--- config.mk ---
export PLATFORM = sky130hd
export DESIGN_NAME = cmd_phys_layer_flat
export DESIGN_NICKNAME = d
export VERILOG_FILES = /design/src/rtl/cmd_phys_layer_if.sv /design/src/rtl/cmd_phys_layer.sv /design/src/flat_wrapper.sv
export SDC_FILE = /design/constraint.sdc
export NUM_CORES = 1
export LEC_CHECK = 0
export ABC_AREA = 1
export BUFFER_PORTS_ARGS = -buffer_cell sky130_fd_sc_hd__buf_2
export CORE_MARGIN = 2
export CORE_UTILIZATION = 40
export DETAILED_ROUTE_END_ITERATION = 8
export PLACE_DENSITY = 0.6
export SYNTH_ARGS = -nofsm -noshare
export SYNTH_HDL_FRONTEND = slang
export SYNTH_SLANG_ARGS = --single-unit
--- constraint.sdc ---
create_clock -name CLK_host -period 3.3 [get_ports CLK_host]
set_clock_uncertainty 0.1 [all_clocks]
set_input_delay 0.33 -clock CLK_host [delete_from_list [all_inputs] [get_ports CLK_host]]
set_output_delay 0.33 -clock CLK_host [all_outputs]
set_load 0.05 [all_outputs]
--- src/rtl/cmd_phys_layer_if.sv ---
// CMD_master <-> CMD physical layer handshake bundle: command REQ/ACK pair
// and response REQ/ACK pair, both 4-phase.
interface cmd_phys_layer_if;
  // 4-phase handshake: the requester raises REQ with its data held stable, the
  // responder raises ACK, the requester drops REQ, the responder drops ACK.
  logic [37:0] cmd_to_send;
  logic        REQ_in;
  logic        ACK_out;
  logic [37:0] response;
  logic        REQ_out;
  logic        ACK_in;
  logic        crc_error;
  logic        timeout_error;

  modport master (
    output cmd_to_send, REQ_in, ACK_in,
    input  ACK_out, response, REQ_out, crc_error, timeout_error
  );

  modport slave (
    input  cmd_to_send, REQ_in, ACK_in,
    output ACK_out, response, REQ_out, crc_error, timeout_error
  );
endinterface

--- src/rtl/cmd_phys_layer.sv ---
// SD-host CMD-line physical layer: frames/serialises commands, captures and checks responses.
// Define CMD_CRC_CHECK_EN to add the received-CRC7 check to crc_error.
module cmd_phys_layer #(
  parameter int RESP_TIMEOUT = 64
) (
  input  logic               CLK_host,
  input  logic               reset,
  cmd_phys_layer_if.slave    bus,
  output logic               cmd_out_sd,
  output logic               cmd_oe,
  input  logic               cmd_in_sd,
  output logic [2:0]         state_dbg
);

  localparam int CNT_MAX = (RESP_TIMEOUT > 48) ? RESP_TIMEOUT : 48;
  localparam int CNT_W   = $clog2(CNT_MAX + 1);

  typedef enum logic [2:0] {
    IDLE      = 3'd0,
    ACK_WAIT  = 3'd1,
    SEND      = 3'd2,
    WAIT_RESP = 3'd3,
    RECV      = 3'd4,
    CHECK     = 3'd5,
    RESP_REQ  = 3'd6,
    RESP_REL  = 3'd7
  } state_t;

  state_t             state_q, state_d;
  logic [CNT_W-1:0]   cnt_q, cnt_d;
  logic [37:0]        cmd_q, cmd_d;
  logic [46:0]        tx_q, tx_d;
  logic [46:0]        rx_q, rx_d;
  logic [37:0]        resp_q, resp_d;
  logic               ack_q, ack_d;
  logic               req_q, req_d;
  logic               crc_err_q, crc_err_d;
  logic               to_err_q, to_err_d;
  logic               oe_q, oe_d;
  logic               out_q, out_d;
  logic [47:0]        frame;
  logic               rx_bad;

  function automatic logic [6:0] crc7(input logic [39:0] data);
    logic [6:0] c;
    logic       fb;
    c = '0;
    for (int i = 39; i >= 0; i--) begin
      fb = data[i] ^ c[6];
      c  = {c[5:0], 1'b0};
      if (fb) c = c ^ 7'h09;
    end
    return c;
  endfunction

  assign frame = {2'b01, cmd_q, crc7({2'b01, cmd_q}), 1'b1};

  // rx_q holds frame bits 46..0; the start bit is implied and never stored.
`ifdef CMD_CRC_CHECK_EN
  assign rx_bad = rx_q[46] | ~rx_q[0] | (crc7({1'b0, rx_q[46:8]}) != rx_q[7:1]);
`else
  assign rx_bad = rx_q[46] | ~rx_q[0];
`endif

  always_comb begin
    state_d   = state_q;
    cnt_d     = cnt_q;
    cmd_d     = cmd_q;
    tx_d      = tx_q;
    rx_d      = rx_q;
    resp_d    = resp_q;
    ack_d     = ack_q;
    req_d     = req_q;
    crc_err_d = crc_err_q;
    to_err_d  = to_err_q;
    oe_d      = oe_q;
    out_d     = out_q;
    case (state_q)
      IDLE: if (bus.REQ_in) begin
        cmd_d     = bus.cmd_to_send;
        crc_err_d = 1'b0;
        to_err_d  = 1'b0;
        ack_d     = 1'b1;
        state_d   = ACK_WAIT;
      end
      ACK_WAIT: if (!bus.REQ_in) begin
        ack_d   = 1'b0;
        tx_d    = frame[46:0];
        out_d   = frame[47];
        oe_d    = 1'b1;
        cnt_d   = '0;
        state_d = SEND;
      end
      SEND: if (cnt_q == CNT_W'(47)) begin
        oe_d    = 1'b0;
        out_d   = 1'b1;
        cnt_d   = '0;
        state_d = WAIT_RESP;
      end else begin
        out_d = tx_q[46];
        tx_d  = {tx_q[45:0], 1'b1};
        cnt_d = cnt_q + CNT_W'(1);
      end
      // Start bit is tested before the timeout so a late start bit still wins.
      WAIT_RESP: if (!cmd_in_sd) begin
        cnt_d   = CNT_W'(1);
        state_d = RECV;
      end else if (cnt_q == CNT_W'(RESP_TIMEOUT - 1)) begin
        to_err_d = 1'b1;
        resp_d   = '0;
        req_d    = 1'b1;
        cnt_d    = '0;
        state_d  = RESP_REQ;
      end else begin
        cnt_d = cnt_q + CNT_W'(1);
      end
      RECV: begin
        rx_d = {rx_q[45:0], cmd_in_sd};
        if (cnt_q == CNT_W'(47)) begin
          cnt_d   = '0;
          state_d = CHECK;
        end else begin
          cnt_d = cnt_q + CNT_W'(1);
        end
      end
      CHECK: begin
        resp_d    = rx_q[45:8];
        crc_err_d = rx_bad;
        req_d     = 1'b1;
        state_d   = RESP_REQ;
      end
      RESP_REQ: if (bus.ACK_in) begin
        req_d   = 1'b0;
        state_d = RESP_REL;
      end
      RESP_REL: if (!bus.ACK_in) state_d = IDLE;
      default: state_d = IDLE;
    endcase
  end

  always_ff @(posedge CLK_host) begin
    if (reset) begin
      state_q   <= IDLE;
      cnt_q     <= '0;
      cmd_q     <= '0;
      tx_q      <= '0;
      rx_q      <= '0;
      resp_q    <= '0;
      ack_q     <= 1'b0;
      req_q     <= 1'b0;
      crc_err_q <= 1'b0;
      to_err_q  <= 1'b0;
      oe_q      <= 1'b0;
      out_q     <= 1'b1;
    end else begin
      state_q   <= state_d;
      cnt_q     <= cnt_d;
      cmd_q     <= cmd_d;
      tx_q      <= tx_d;
      rx_q      <= rx_d;
      resp_q    <= resp_d;
      ack_q     <= ack_d;
      req_q     <= req_d;
      crc_err_q <= crc_err_d;
      to_err_q  <= to_err_d;
      oe_q      <= oe_d;
      out_q     <= out_d;
    end
  end

  assign bus.ACK_out       = ack_q;
  assign bus.REQ_out       = req_q;
  assign bus.response      = resp_q;
  assign bus.crc_error     = crc_err_q;
  assign bus.timeout_error = to_err_q;
  assign cmd_out_sd        = out_q;
  assign cmd_oe            = oe_q;
  assign state_dbg         = state_q;

endmodule

--- src/flat_wrapper.sv ---
// flat-port wrapper written by rule: the top's interface ports become plain ports
module cmd_phys_layer_flat 
#(
  parameter int RESP_TIMEOUT = 64
)
  (CLK_host, reset, cmd_out_sd, cmd_oe, cmd_in_sd, state_dbg, bus_cmd_to_send, bus_REQ_in, bus_ACK_in, bus_ACK_out, bus_response, bus_REQ_out, bus_crc_error, bus_timeout_error);
  cmd_phys_layer_if bus_i ();
  input  logic CLK_host;
  input  logic reset;
  output logic cmd_out_sd;
  output logic cmd_oe;
  input  logic cmd_in_sd;
  output logic [2:0] state_dbg;
  input wire logic [$bits(bus_i.cmd_to_send)-1:0] bus_cmd_to_send;
  input wire logic [$bits(bus_i.REQ_in)-1:0] bus_REQ_in;
  input wire logic [$bits(bus_i.ACK_in)-1:0] bus_ACK_in;
  output wire logic [$bits(bus_i.ACK_out)-1:0] bus_ACK_out;
  output wire logic [$bits(bus_i.response)-1:0] bus_response;
  output wire logic [$bits(bus_i.REQ_out)-1:0] bus_REQ_out;
  output wire logic [$bits(bus_i.crc_error)-1:0] bus_crc_error;
  output wire logic [$bits(bus_i.timeout_error)-1:0] bus_timeout_error;
  assign bus_i.cmd_to_send = bus_cmd_to_send;
  assign bus_i.REQ_in = bus_REQ_in;
  assign bus_i.ACK_in = bus_ACK_in;
  assign bus_ACK_out = bus_i.ACK_out;
  assign bus_response = bus_i.response;
  assign bus_REQ_out = bus_i.REQ_out;
  assign bus_crc_error = bus_i.crc_error;
  assign bus_timeout_error = bus_i.timeout_error;
  cmd_phys_layer #(.RESP_TIMEOUT(RESP_TIMEOUT)) u_core (.CLK_host(CLK_host), .reset(reset), .bus(bus_i), .cmd_out_sd(cmd_out_sd), .cmd_oe(cmd_oe), .cmd_in_sd(cmd_in_sd), .state_dbg(state_dbg));
endmodule
==> summary.md, run 1 <==
| Metric | Value |
|---|---|
| CTS tree | done |
| Crit-path cells | ha_1, nand2_1, nor2_1, inv_1, nor4_1, nor2_1, inv_1, nand2_1, nor3_1, inv_1, nor2_1, nor2_1, a211oi_1 |
| Yosys reg bits | 186 |
| Clk Latency, worst-skew pair | 0.44 ns |
| Final Power | roughly 8.5 mW |
| Antenna viol nets, final | 0 |
| Synth cell count leaders | 325 x nand2_1, 186 x dfxtp_1, 130 x o21ai_0 |
| Area Overhead vs Synth | 15.4% |
| Drt first pass iters | 6 |
| Worst hold margin | ~0.030 ns |
| Worst Tran Pin Value | between 0.6 and 0.7 ns |
| Nets | approximately 1300 |
| Final TNS setup | 0 ns |
| Period utilisation layout | just under 80% |
| Die ar. | approximately 22000 um^2 |
| Rel. slew slack | 55.4% |
| DRC viols | 0 |
| Status | complete, no violations |
| Post-CTS resize count | 0 |
| Post-synth cell types | 33 |
| Lkg Pwr | 3.95 nW |
| Die span in x | approximately 150 um |
| Most common cell on crit path | nor2_1 |
| Power Dens Cells | 905 nW/um^2 |
| Avg WL per Cell | 12.9 um |
| Max-slew violation count | 0 |
| Post-CTS setup buffers | 0 |
| Worst-path fanout max | 4 |
| Startpoint types | flop |
| Placed Area | 8840 um^2 |
| N_diodes | 0 |
| Final hold violations | 0 |
| EDFF count, synth | 0 |
| CTS sink count | between 150 and 200 |
| Initial antenna violation count | 0 |
| Cells after synthesis | 1177 |
| Count leader, synth | nand2_1 |
| Tmin final | 2.59 ns |
| Top-area cell type share of the netlist area | about 46% |
| VDD IR max | 408 uV |
| DRT Wirelength | ~19 mm |
| Synth warn | 0 |
| Clock transition at the registers of the reported paths | around 0.07 ns |
| Total CTS buffers | 17 |
| Drt initial violations | approximately 500 |
| Initial core utilization | about two fifths |
| Endpoints failing setup | 0 |
| IO buf count | 89 |
| # hold bufs at CTS | 0 |
| Max incr delay on CP | between 0.3 and 0.4 ns |
| Post-route cell area | between 9000 and 10000 um^2 |
| Via density | 4.95 |
| RSZ-0062 raised after global routing | false |
| Worst Setup End Kind | flop |
| Std cell rows | 52 |
| Routed vias | roughly 7500 |
| Classification of the worst setup path | flop to flop |
| Worst hold path type | input port to flop |
| Post-Syn Nets | between 1000 and 1500 |
| # IOs | 90 |
| Die H | ~150 um |
| Root Buffer | clkbuf_16 |
| Fraction of registers with async set/reset | 0% |
| Largest net degree at the start of global routing | between 100 and 150 |
| Synth area leader | dfxtp_1 |
| Clock H-tree levels | 4 |
| CP max stage cell | dfxtp_1 |
| Vias in the first global route | around 6800 |
| DP Cell Count | 1483 |
| First-pass GRT wire length | 32.9 mm |
| Core area | 20100 um^2 |
| Clk buf depth | 2 |
| RD Place Congestion | 0.815 |
| Fmax | a little under 400 MHz |
| Main synth FF type | dfxtp_1 |
| GR Util All Layers | roughly 18% |
| Avg Inst Size Synth | ~6.9 um^2 |
| Synthesized area | slightly above 8000 um^2 |
| CP required | about 3.5 ns |
| Sequential share of the synthesized area | between 40 and 50% |
| Area contributors post-synth | dfxtp_1 46%, nand2_1 15%, o21ai_0 8.0% |
| Number of max-cap violations | 0 |
| CP arrival | 2.84 ns |
| Detailed Place HPWL | ~13 mm |
| Share of layout cells above drive strength 1 | about 15% |
| Final cell count without fillers | about 1500 |
| Grt ovf | 0 |
[final timing paths]
check,slack [ns],start,end,cells past startpoint
setup reg to reg,0.71,u_core.cnt_q[0]$_SDFFE_PP0P_,u_core.state_dbg[1]$_SDFFE_PP0P_,13
hold reg to reg,0.36,u_core.bus.response[31]$_SDFFE_PP0P_,u_core.bus.response[31]$_SDFFE_PP0P_,2
setup / recovery,0.71,u_core.cnt_q[0]$_SDFFE_PP0P_,u_core.state_dbg[1]$_SDFFE_PP0P_,13
hold / removal,0.03,bus_ACK_in,u_core.bus.REQ_out$_SDFFE_PP0P_,2
[flip-flops by register name (all words and copies together), names as in the netlist, 3 cells and up]
| name | count |
|---|---|
| u_core.rx_q | 47 |
| u_core.bus.response | 38 |
| u_core.cmd_q | 38 |
| u_core.state_dbg | 3 |
| u_core.tx_q | 47 |
| u_core.cnt_q | 7 |
[cell type report]
type,instances,area (um^2)
clock buffers,17,425
inverters,81,304
clock inverters,15,156
fillers,2033,10700
well taps,270,338
multi-input cells,845,3900
repair buffers,101,573
flip-flops and latches,186,3720
[per-layer routing]
metal	vias up	GRT usage (%)	share of wire (%)
li1	3945	-	-
met1	3402	26.2	50
met2	133	28.1	43
met3	12	4.72	5.7
met4	0	4.81	0.74
met5	-	0	0
[where the power goes]
group	switching (mW)	internal [mW]
registers	0.226	2.58
logic	2.46	1.25
clock network	0.997	1.01
[worst max-delay path, delay by kind of cell, from the launching register on]
kind	cells	cell delay [ns]
AOI/OAI and AO/OA	1	0.19
adders and majority gates	1	0.18
and+or+nand+nor	8	1.34
DFF	1	0.38
buffers and inverters	3	0.32
[cells by family after synthesis]
logic type	Yosys count	share of synthesized area (%)
fa+ha+maj	1	0.153
compound gates	281	18.3
flops	186	45.6
buf+inv	146	6.73
xor+xnor	8	0.951
simple gates	555	28.2
[cells in the final DEF, fill, tap and decap left out, types with 2 or more instances in the layout]
cell type,count
nand2_1,325
dfxtp_1,186
o21ai_0,130
nor2_1,120
a21oi_1,100
buf_2,89
inv_1,71
nand3_1,57
a31oi_1,38
nand2_2,32
clkbuf_16,17
buf_4,9
nand3_2,8
inv_2,7
nor3_1,6
xor2_1,5
inv_8,4
clkinv_1,3
a21oi_2,3
clkinvlp_4,3
clkinv_8,3
inv_6,3
buf_12,3
a211oi_1,2
xnor2_1,2
nand3b_1,2
o211ai_1,2
[metrics by stage]
stage	setup WS (ns)	util (%)
detailed placement	0.738	44.0
global route	0.347	46.9
finish	0.708	46.9
floorplan	0.862	-
CTS	0.724	46.9
global placement	0.817	44.0
Note: power is estimated with default switching activity, not from simulation.
==> run 2: changes to the inputs <==
--- a/config.mk
+++ b/config.mk
@@ -10,7 +10,7 @@
 export CORE_MARGIN = 2
 export CORE_UTILIZATION = 40
 export DETAILED_ROUTE_END_ITERATION = 8
-export PLACE_DENSITY = 0.6
+export PLACE_DENSITY = 0.62
 export SYNTH_ARGS = -nofsm -noshare
 export SYNTH_HDL_FRONTEND = slang
 export SYNTH_SLANG_ARGS = --single-unit
==> constraint.sdc (replaced) <==
create_clock -name CLK_host -period 2.3 [get_ports CLK_host]
set_clock_uncertainty 0.1 [all_clocks]
set_input_delay 0.23 -clock CLK_host [delete_from_list [all_inputs] [get_ports CLK_host]]
set_output_delay 0.23 -clock CLK_host [all_outputs]
set_load 0.05 [all_outputs]
==> run 2 against run 1 <==
Effect of this change: the flow now finishes with violations (hold timing, setup timing); cell area is 15% higher; die area unchanged; combinational power rose by 110%; first-iteration DRC count fell by 2.0%; maximum frequency increased by 3.5%; sequential cell count did not move; global-route usage up 0.73 points; utilization grew 7.0 points; setup slack got worse by 0.91 ns; cell count increased by 5.0%; via count up 6.4%; critical path type unchanged; largest power group unchanged.
==> summary.md, run 2 (same netlist as run 1, synthesis figures left out) <==
| Metric | Value |
|---|---|
| N_diodes | 0 (unchanged) |
| First-pass GRT wire length | 34.5 mm (+4.8%) |
| Startpoint types | flop |
| Detailed Place HPWL | 12.8 mm (+0.78%) |
| Clk buf depth | 2 (unchanged) |
| Register area | 3760 um^2 (+0.94%) |
| IO buf count | 89 (unchanged) |
| Die H | 147 um (unchanged) |
| Fin util | 53.9% (+7.0 points) |
| Avg WL per Cell | 13.5 um (+5.1%) |
| Worst hold margin | -0.0000964 ns (-0.0297 ns) |
| Commonest non-fill, non-tap cell in the layout | nand2_1 |
| Fmax | 399 MHz (+3.5%) |
| Clk Latency, worst-skew pair | 0.44 ns (about the same) |
| Clk network pwr share | 21.1% (-2.5 points) |
| Final cell count without fillers | 1590 (+5.0%) |
| Worst Setup End Kind | flop |
| Worst path bufs/invs | 3 (unchanged) |
| GR Util All Layers | 19.2% (+0.73 points) |
| DRT Wirelength | 21.5 mm (+10%) |
| Tmin final | 2.50 ns (-0.0884 ns) |
| Total CTS buffers | 17 (unchanged) |
| Std cell rows | 52 (unchanged) |
| Final hold violations | 1 (+1) |
| Largest net degree at the start of global routing | 128 (unchanged) |
| Rel. slew slack | 54.2% (-1.2 points) |
| Violated checks | hold timing, setup timing |
| # IOs | 90 (unchanged) |
| Core area | 20100 um^2 (unchanged) |
| Crit-path cells | inv_6, nand2_4, nand2_4, nand3_4, nand2_4, nand2_1, nand2_2, nand2_4, nand2_4, nand2_2, nand2_4, inv_2, nand2_4, nand2_4, nand2_4, nand3_1, nand2_2, inv_1, nand2_2, nand2_2, nand2_1, nand3_1, nand2_1, a21oi_1 |
| Period utilisation layout | 109% (+30 points) |
| Sw Pwr | 6.82 mW (+85%) |
| Lkg Pwr | 4.58 nW (+16%) |
| Most common cell on crit path | nand2_4 |
| CP arrival | 2.70 ns (-0.14 ns) |
| Sequential power share | 26.9% (-6.0 points) |
| Status | complete, but fails checks |
| Gate power share | 52.0% (+8.5 points) |
| CP required | 2.49 ns (-1.05 ns) |
| CP max stage cell | dfxtp_4 |
| Switching part of the total | 44.9% (+1.6 points) |
| Power Dens Cells | 1400 nW/um^2 (+55%) |
| Max incr delay on CP | 0.38 ns (about the same) |
| Grt ovf | 0 (unchanged) |
| Nets | 1351 (+5.9%) |
| Initial antenna violation count | 0 (unchanged) |
| Root Buffer | clkbuf_16 |
| Number of max-cap violations | 0 (unchanged) |
| RSZ-0062 raised after global routing | true |
| Area Overhead vs Synth | 32.7% |
| Worst Tran Pin Value | 0.687 ns (+0.0177 ns) |
| DRC viols | 0 (unchanged) |
| Classification of the worst setup path | flop to flop |
| Via density | 5.01 (+1.4%) |
| Die span in x | 147 um (unchanged) |
| CTS sink count | 186 (unchanged) |
| Most frequent cells in the layout | 255 x nand2_1, 172 x dfxtp_1, 126 x o21ai_0, 116 x nor2_1, 100 x a21oi_1 |
| DP Cell Count | 1523 (+2.7%) |
| Antenna viol nets, final | 0 (unchanged) |
| Drt first pass iters | 7 (+1) |
| Top Family by Delay on Critical Path | simple AND/OR/NAND/NOR gates |
| Endpoints failing setup | 7 (+7) |
| Die ar. | 21600 um^2 (unchanged) |
| Area occupied by multi-input gates | 4520 um^2 (+16%) |
| Share of layout cells above drive strength 1 | 28.0% (+13 points) |
| Clock transition at the registers of the reported paths | 0.07 ns (about the same) |
| Clock H-tree levels | 4 (unchanged) |
| RD Place Congestion | 0.794 (-2.6%) |
| Worst-path fanout max | 5 (+1) |
| Worst hold path type | input port to flop |
| Drt initial violations | 489 (-2.0%) |
| Biggest regs | u_core.rx_q (47), u_core.tx_q (47) |
| Vias in the first global route | 7098 (+4.8%) |
| VDD IR max | 741 uV (+82%) |
| Cell Int Power | 8.38 mW (+73%) |
| Initial core utilization | 40.6% (unchanged) |
| Routed vias | 7971 (+6.4%) |
| Post-layout worst setup margin | -0.204 ns (-0.912 ns) |
| Layout fillers | 1893 (-6.9%) |
| Max-slew violation count | 0 (unchanged) |
| CTS tree | done |
[run 2: layer usage]
metal | vias to the layer above | part of all wire [%] | GRT usage [%]
met5 | - | 0 | 0
met1 | 3687 | 47 | 26.5
met3 | 29 | 5.0 | 4.35
met2 | 161 | 46 | 30.5
met4 | 0 | 1.5 | 4.95
li1 | 4094 | - | -
[run 2: layout make-up]
type,instances,area share (%)
clock buffer,17,3.93
clock inverter,15,2.18
inverter,81,2.99
multi-input combinational,845,41.7
sequential,186,34.7
tap,270,3.12
timing repair buffer,176,11.4
[run 2: power groups by stage]
stage | combinational, mW | clock, mW | sequential (mW)
finish | 7.91 | 3.21 | 4.08
global route | 8.71 | 3.41 | 4.14
CTS | 6.83 | 3.27 | 4.04
detailed placement | 5.64 | 0 | 4.09
global placement | 5.55 | 0 | 4.09
floorplan | 4.23 | 0 | 4.10
[run 2: final timing paths]
check	slack, ns	end	start	cells past startpoint
min	-0.0001	u_core.cmd_q[29]$_SDFFE_PP0P_	bus_cmd_to_send[29]	3
max	-0.20	u_core.tx_q[4]$_SDFFE_PP0P_	u_core.cmd_q[37]$_SDFFE_PP0P_	24
min reg2reg	0.36	u_core.bus.response[5]$_SDFFE_PP0P_	u_core.bus.response[5]$_SDFFE_PP0P_	2
max reg2reg	-0.20	u_core.tx_q[4]$_SDFFE_PP0P_	u_core.cmd_q[37]$_SDFFE_PP0P_	24
[run 2: worst register-to-register path: cells and delay by family (launching register included)]
kind	cells	cell delay, ns
AND/OR/NAND/NOR	20	1.63
AO/OA/AOI/OAI	1	0.05
buffers and inverters	3	0.19
flip-flops	1	0.38
[run 2: stage by stage]
step / power, mW / setup slack, ns / setup TNS, ns / area, um^2
after floorplan: 8.33 / 0.0857 / 0 / 8160
after global placement: 9.64 / -0.254 / -1.32 / 9140
after global routing: 16.3 / -0.389 / -2.42 / 10800
final: 15.2 / -0.204 / -1.24 / 10800
after detailed placement: 9.73 / -0.269 / -1.45 / 9140
after CTS: 14.1 / -0.135 / -0.608 / 10500
[run 2: timing repair]
| action | in CTS | in global routing |
|---|---|---|
| buffers inserted | 4 | 4 |
| endpoints found under the hold margin | 26 | 0 |
| endpoints found under the setup margin | 7 | 87 |
| pin swaps | 51 | 43 |
| hold buffers | 26 | 0 |
| gates resized for setup | 115 | 86 |
| gates cloned | 0 | 1 |
